==> config.mk <==
export PLATFORM = sky130hd
export DESIGN_NAME = mio_port_arbiter
export DESIGN_NICKNAME = d
export VERILOG_FILES = /design/src/rtl/mio_port_arbiter_pkg.sv /design/src/rtl/mio_wait_timer.sv /design/src/rtl/mio_port_arbiter.sv
export SDC_FILE = /design/constraint.sdc
export NUM_CORES = 1
export LEC_CHECK = 0
export ABC_AREA = 1
export BUFFER_PORTS_ARGS = -buffer_cell sky130_fd_sc_hd__buf_2
export CAP_MARGIN = 20
export CORE_MARGIN = 2
export CORE_UTILIZATION = 48
export DETAILED_ROUTE_END_ITERATION = 6
export PLACE_DENSITY = 0.87
export SYNTH_ARGS = -nofsm -noshare
export SYNTH_HDL_FRONTEND = slang
export SYNTH_SLANG_ARGS = --single-unit
==> constraint.sdc <==
create_clock -name clk -period 1.95 [get_ports clk]
set_clock_uncertainty 0.2 [all_clocks]
set_input_delay 0.2925 -clock clk [delete_from_list [all_inputs] [get_ports clk]]
set_output_delay 0.2925 -clock clk [all_outputs]
set_load 0.005 [all_outputs]
==> src/rtl/mio_port_arbiter_pkg.sv <==
// Shared encodings and sizing helpers for the MIO port arbiter.
package mio_port_arbiter_pkg;

  typedef enum logic {
    ST_IDLE = 1'b0,
    ST_XFER = 1'b1
  } state_e;

  localparam logic GNT_CPU = 1'b0;
  localparam logic GNT_DBG = 1'b1;

  localparam int unsigned TIMEOUT_DEF = 16;
  localparam int unsigned TW = $clog2(TIMEOUT_DEF);

  // Width able to hold TIMEOUT-1 for any legal TIMEOUT.
  function automatic int unsigned timer_width(input int unsigned timeout);
    return (timeout < 2) ? 1 : $clog2(timeout);
  endfunction

endpackage

==> src/rtl/mio_wait_timer.sv <==
// Wait-state counter: clears, counts while enabled, saturates at TIMEOUT-1 and flags it.
module mio_wait_timer #(
  parameter int unsigned TIMEOUT = 16,
  parameter int unsigned W       = 4
) (
  input  logic clk,
  input  logic reset,
  input  logic clear,
  input  logic enable,
  output logic tc
);

  localparam logic [W-1:0] Last = W'(TIMEOUT - 1);

  logic [W-1:0] cnt_q, cnt_d;

  always_comb begin
    cnt_d = cnt_q;
    if (clear) begin
      cnt_d = '0;
    end else if (enable && (cnt_q != Last)) begin
      cnt_d = cnt_q + 1'b1;
    end
  end

  always_ff @(posedge clk or negedge reset) begin
    if (!reset) begin
      cnt_q <= '0;
    end else begin
      cnt_q <= cnt_d;
    end
  end

  assign tc = (cnt_q == Last);

endmodule

==> src/rtl/mio_port_arbiter.sv <==
// Two-master (CPU / debug) arbiter for the single MIO port with ready handshake and timeout.
module mio_port_arbiter
  import mio_port_arbiter_pkg::*;
#(
  parameter int unsigned TIMEOUT   = 16,
  parameter logic [31:0] ERR_RDATA = 32'h0000_0000
) (
  input  logic        clk,
  input  logic        reset,
  input  logic        cpu_req,
  input  logic        cpu_we,
  input  logic [3:0]  cpu_wea,
  input  logic [31:0] cpu_addr,
  input  logic [31:0] cpu_wdata,
  output logic [31:0] cpu_rdata,
  output logic        cpu_done,
  output logic        cpu_err,
  output logic        cpu_stall,
  input  logic        dbg_req,
  input  logic        dbg_we,
  input  logic [3:0]  dbg_wea,
  input  logic [31:0] dbg_addr,
  input  logic [31:0] dbg_wdata,
  output logic [31:0] dbg_rdata,
  output logic        dbg_done,
  output logic        dbg_err,
  output logic        mem_req,
  output logic        mem_w,
  output logic [3:0]  mem_wea,
  output logic [31:0] mem_addr,
  output logic [31:0] mem_wdata,
  input  logic [31:0] mem_rdata,
  input  logic        mem_ready,
  output logic        grant_dbg
);

  localparam int unsigned TmrW = timer_width(TIMEOUT);

  state_e      state_q, state_d;
  logic        last_grant_q;
  logic        we_q;
  logic [3:0]  wea_q;
  logic [31:0] addr_q, wdata_q;
  logic [31:0] cpu_rdata_q, dbg_rdata_q;
  logic        cpu_done_q, dbg_done_q, err_q;

  logic cpu_elig, dbg_elig, any_elig, pick_dbg;
  logic xfer, tc, xfer_end, timed_out;

  mio_wait_timer #(
    .TIMEOUT (TIMEOUT),
    .W       (TmrW)
  ) u_wait_timer (
    .clk    (clk),
    .reset  (reset),
    .clear  (state_q == ST_IDLE),
    .enable (xfer && !mem_ready),
    .tc     (tc)
  );

  // A requester in its done cycle is not eligible, so it cannot be re-served by a stale req.
  assign cpu_elig  = cpu_req && !cpu_done_q;
  assign dbg_elig  = dbg_req && !dbg_done_q;
  assign any_elig  = cpu_elig || dbg_elig;
  assign pick_dbg  = dbg_elig && (!cpu_elig || (last_grant_q == GNT_CPU));
  assign xfer      = (state_q == ST_XFER);
  assign xfer_end  = xfer && (mem_ready || tc);
  assign timed_out = xfer && !mem_ready && tc;

  always_ff @(posedge clk or negedge reset) begin
    if (!reset) begin
      state_q <= ST_IDLE;
    end else begin
      state_q <= state_d;
    end
  end

  always_comb begin
    state_d = state_q;
    unique case (state_q)
      ST_IDLE: if (any_elig) state_d = ST_XFER;
      ST_XFER: if (mem_ready || tc) state_d = ST_IDLE;
    endcase
  end

  always_ff @(posedge clk or negedge reset) begin
    if (!reset) begin
      last_grant_q <= GNT_CPU;
      we_q         <= 1'b0;
      wea_q        <= '0;
      addr_q       <= '0;
      wdata_q      <= '0;
      cpu_rdata_q  <= '0;
      dbg_rdata_q  <= '0;
      cpu_done_q   <= 1'b0;
      dbg_done_q   <= 1'b0;
      err_q        <= 1'b0;
    end else begin
      cpu_done_q <= 1'b0;
      dbg_done_q <= 1'b0;
      err_q      <= 1'b0;
      if ((state_q == ST_IDLE) && any_elig) begin
        last_grant_q <= pick_dbg;
        we_q         <= pick_dbg ? dbg_we    : cpu_we;
        wea_q        <= pick_dbg ? dbg_wea   : cpu_wea;
        addr_q       <= pick_dbg ? dbg_addr  : cpu_addr;
        wdata_q      <= pick_dbg ? dbg_wdata : cpu_wdata;
      end
      if (xfer_end) begin
        err_q <= timed_out;
        if (last_grant_q == GNT_DBG) begin
          dbg_done_q <= 1'b1;
          if (timed_out)  dbg_rdata_q <= ERR_RDATA;
          else if (!we_q) dbg_rdata_q <= mem_rdata;
        end else begin
          cpu_done_q <= 1'b1;
          if (timed_out)  cpu_rdata_q <= ERR_RDATA;
          else if (!we_q) cpu_rdata_q <= mem_rdata;
        end
      end
    end
  end

  always_comb begin
    mem_req   = xfer;
    mem_w     = xfer && we_q;
    mem_wea   = (xfer && we_q) ? wea_q : 4'b0000;
    mem_addr  = xfer ? addr_q : 32'h0;
    mem_wdata = xfer ? wdata_q : 32'h0;
    cpu_rdata = cpu_rdata_q;
    dbg_rdata = dbg_rdata_q;
    cpu_done  = cpu_done_q;
    dbg_done  = dbg_done_q;
    cpu_err   = cpu_done_q && err_q;
    dbg_err   = dbg_done_q && err_q;
    cpu_stall = cpu_req && !cpu_done_q;
    grant_dbg = last_grant_q;
  end

endmodule

==> key figures <==
Worst hold path
  – Startpoint of the lowest-slack hold path: cpu_we
  – Path class of the lowest-slack min-delay path: in2reg
  – Hold Crit Depth: 5
  – Hold EP: we_q

Timing
  – Slew margin rel.: 0.776
  – Final max-slew violation count: 0
  – Min Tclk post-route: 2020 ps
  – Setup-violating endpoint count in the final report: 41
  – Fmax: 0.495 GHz
  – Setup slack after layout: -69.3 ps
  – Transition at the pin with the smallest max-transition slack: 333 ps
  – Final worst-path cycle share: 1.04
  – Setup repair after global routing missed its margin: yes
  – Post-Route Hold Slack: 14.5 ps
  – Hold violation count in the final report: 0

GRT
  – Total grt overflow: 0
  – First-pass GRT wire length: 44.8 mm
  – Total routing resource utilization after global routing: 0.351
  – Number of global-route vias before repair: 8747
  – Pin count of the biggest net entering global routing: 70
  – Antenna violations before repair: 2

Placement
  – Count of buffers from port buffering: 314
  – Final GP Congestion: 0.842
  – HPWL after detailed placement: 15.0 mm

Drt
  – Via-per-instance ratio: 5.56
  – Count of TritonRoute iterations in the first routing pass: 7
  – Count of nets left with antenna violations after detail routing: 0
  – Post-detailed-route wirelength per cell: 18.6 µm
  – Number of vias in the routed layout: 9304
  – Count of routing violations after the opening detailed-route iteration: 991
  – Post-route DRC: 0
  – Final WL: 31.1 mm

Worst setup path
  – Critical Path RT: 2060 ps
  – Arrival @ worst endpoint: 2130 ps
  – Endpoint of the worst-slack reg-to-reg timing path: addr_q[14]
  – Worst reg2reg setup slack: -70 ps
  – Peak fanout along the critical path: 69
  – Critical path type: reg2reg
  – Startpoint class of the critical path: register
  – Worst R2R Path Depth: 6
  – Nature of the critical path endpoint: register
  – RR Startpoint: mem_req

Synth
  – Netlist Area Pre-Place: 0.00733 mm²
  – Syn Nets: 1206
  – Share of synthesized area occupied by flip-flops and latches: 0.485
  – Number of flip-flops and latches in the synthesized netlist: 142
  – Post-synth cell types: 23
  – Post-Syn Instances: 1030
  – Number of warnings reported in the yosys synthesis log: 0
  – Mean area per synthesized cell: 7.11 µm²

Power
  – Tot Pwr: 0.0164 W
  – Worst-case vdd ir drop: 0.856 mV
  – Areal power density over the cells: 1430 mW/mm²
  – Leakage: 6.94 nW

Layout
  – Post-layout net count: 1647
  – Top library cells by usage in the layout, fill and taps aside: 385 x sky130_fd_sc_hd__nand2_1, 303 x sky130_fd_sc_hd__buf_2, 167 x sky130_fd_sc_hd__inv_1, 141 x sky130_fd_sc_hd__dfrtp_1, 136 x sky130_fd_sc_hd__dlygate4sd3_1
  – Area Overhead vs Synth: 56.3%
  – Most common cell after layout, fill and taps aside: sky130_fd_sc_hd__nand2_1
  – Share of post-route cells with drive strength above 1: 0.290

Clock tree
  – CTS tree: yes
  – Maximum buffer depth of the clock tree: 2
  – Clock root buffer master: sky130_fd_sc_hd__clkbuf_16
  – # H-tree levels: 4
  – Inserted Clock Buffers: 17
  – Clock latency of the later-clocked register in the worst-skew pair: 430 ps
  – Total clock sinks: 142
  – Clock-pin transition on the worst setup and hold timing paths: 70 ps

Floorplanning
  – FP Rows: 45
  – Die ar.: 0.0163 mm²
  – Die extent in x: 128 µm
  – Core area: 0.0150 mm²
  – I/O pin total: 315
  – Initial core utilization: 0.487
  – Height of the die: 128 µm

Run
  – Max-capacitance violation count: 0

Run status
  – Violated checks: setup timing
  – Run status: finished with violations
-- layout make-up --
cell class	instances	area (µm²)
Tap cell	188	235
Inverter	180	688
Timing Repair Buffer	481	3470
Clock inverter	15	173
Multi-Input combinational cell	649	2900
Sequential cell	142	3560
Antenna cell	2	5.00
Fill cell	904	3580
Clock buffer	17	425
-- state kept, by name (all words and copies together) (netlist names) --
name and cells:
err_q 1, wea_q 4, wdata_q 32, mem_req 1, dbg_done 1, cpu_rdata 32
we_q 1, addr_q 32, grant_dbg 1, dbg_rdata 32, cpu_done 1, u_wait_timer.cnt_q 4
-- worst max-delay path, cell delays in order, from the launching register on --
cell	delay, ps
sky130_fd_sc_hd__dfrtp_4	490
sky130_fd_sc_hd__buf_6	140
sky130_fd_sc_hd__buf_4	160
sky130_fd_sc_hd__a21oi_4	160
sky130_fd_sc_hd__buf_12	310
sky130_fd_sc_hd__nand2_1	110
sky130_fd_sc_hd__o21ai_1	300
-- report_power, final --
part	switching, W	leakage (nW)	internal, W
clock network	0.00145	0.284	0.00193
logic	0.00448	4.89	0.00309
registers	0.00107	1.76	0.00434
-- kinds of logic (layout without fill, tap and decap cells) --
logic type	after synthesis	count (layout)	share of synthesized area
AO/OA/AOI/OAI	75	75	0.0608
XOR/XNOR	1	1	0.00120
adder cells (fa/ha/maj)	1	1	0.00171
buffers and inverters	239	693	0.137
flip-flops	142	142	0.485
other	0	2	0
AND/OR/NAND/NOR	572	572	0.314
-- what timing repair did --
action                                  4_1_cts  5_1_grt
setup buffers                                 1        2
resized for setup                             3       68
cloned                                        0        5
endpoints found under the setup margin       70       64
endpoints found under the hold margin       233        0
hold buffers                                136        0
-- cells in the mapped netlist, drive strengths merged --
cell,count,share of area
a21oi,3,0.0026
buf,42,0.037
clkbuf,17,0.0087
dfrtp,142,0.48
ha,1,0.0017
inv,180,0.092
nand2,416,0.22
nand3,70,0.050
nor2,86,0.049
o211ai,25,0.026
o21ai,47,0.033
xnor2,1,0.0012
-- worst max-delay path by stage --
| stage | start | to | slack [ps] | cells after the start |
|---|---|---|---|---|
| after global routing | mem_req | mem_addr[27] | -80 | 5 |
| after global placement | u_wait_timer.cnt_q[0] | cpu_rdata[2] | 190 | 9 |
| after floorplan | u_wait_timer.cnt_q[0] | cpu_rdata[21] | 250 | 9 |
| after CTS | mem_req | mem_wea[0] | 0.2 | 3 |
| final | mem_req | addr_q[14] | -70 | 6 |
| after detailed placement | u_wait_timer.cnt_q[0] | cpu_rdata[8] | 100 | 9 |
-- stage by stage --
step / cell area, µm² / worst slack, ps / utilization / cells / TNS [ps]
floorplan: 7330 / 248 / - / 1030 / 0
global placement: 9130 / 193 / 0.607 / 1496 / 0
detailed placement: 9130 / 102 / 0.607 / 1496 / 0
CTS: 11100 / 0.240 / 0.739 / 1665 / 0
global route: 11400 / -78.3 / 0.761 / 1672 / -2920
finish: 11500 / -69.3 / 0.762 / 1674 / -982
-- routing by layer --
layer	GRT usage	vias up	part of all wire
li1	-	3943	-
met1	0.415	4200	0.34
met2	0.558	908	0.45
met3	0.100	253	0.12
met4	0.235	0	0.084
met5	0	-	0
Power figures use the tool's default switching activity.
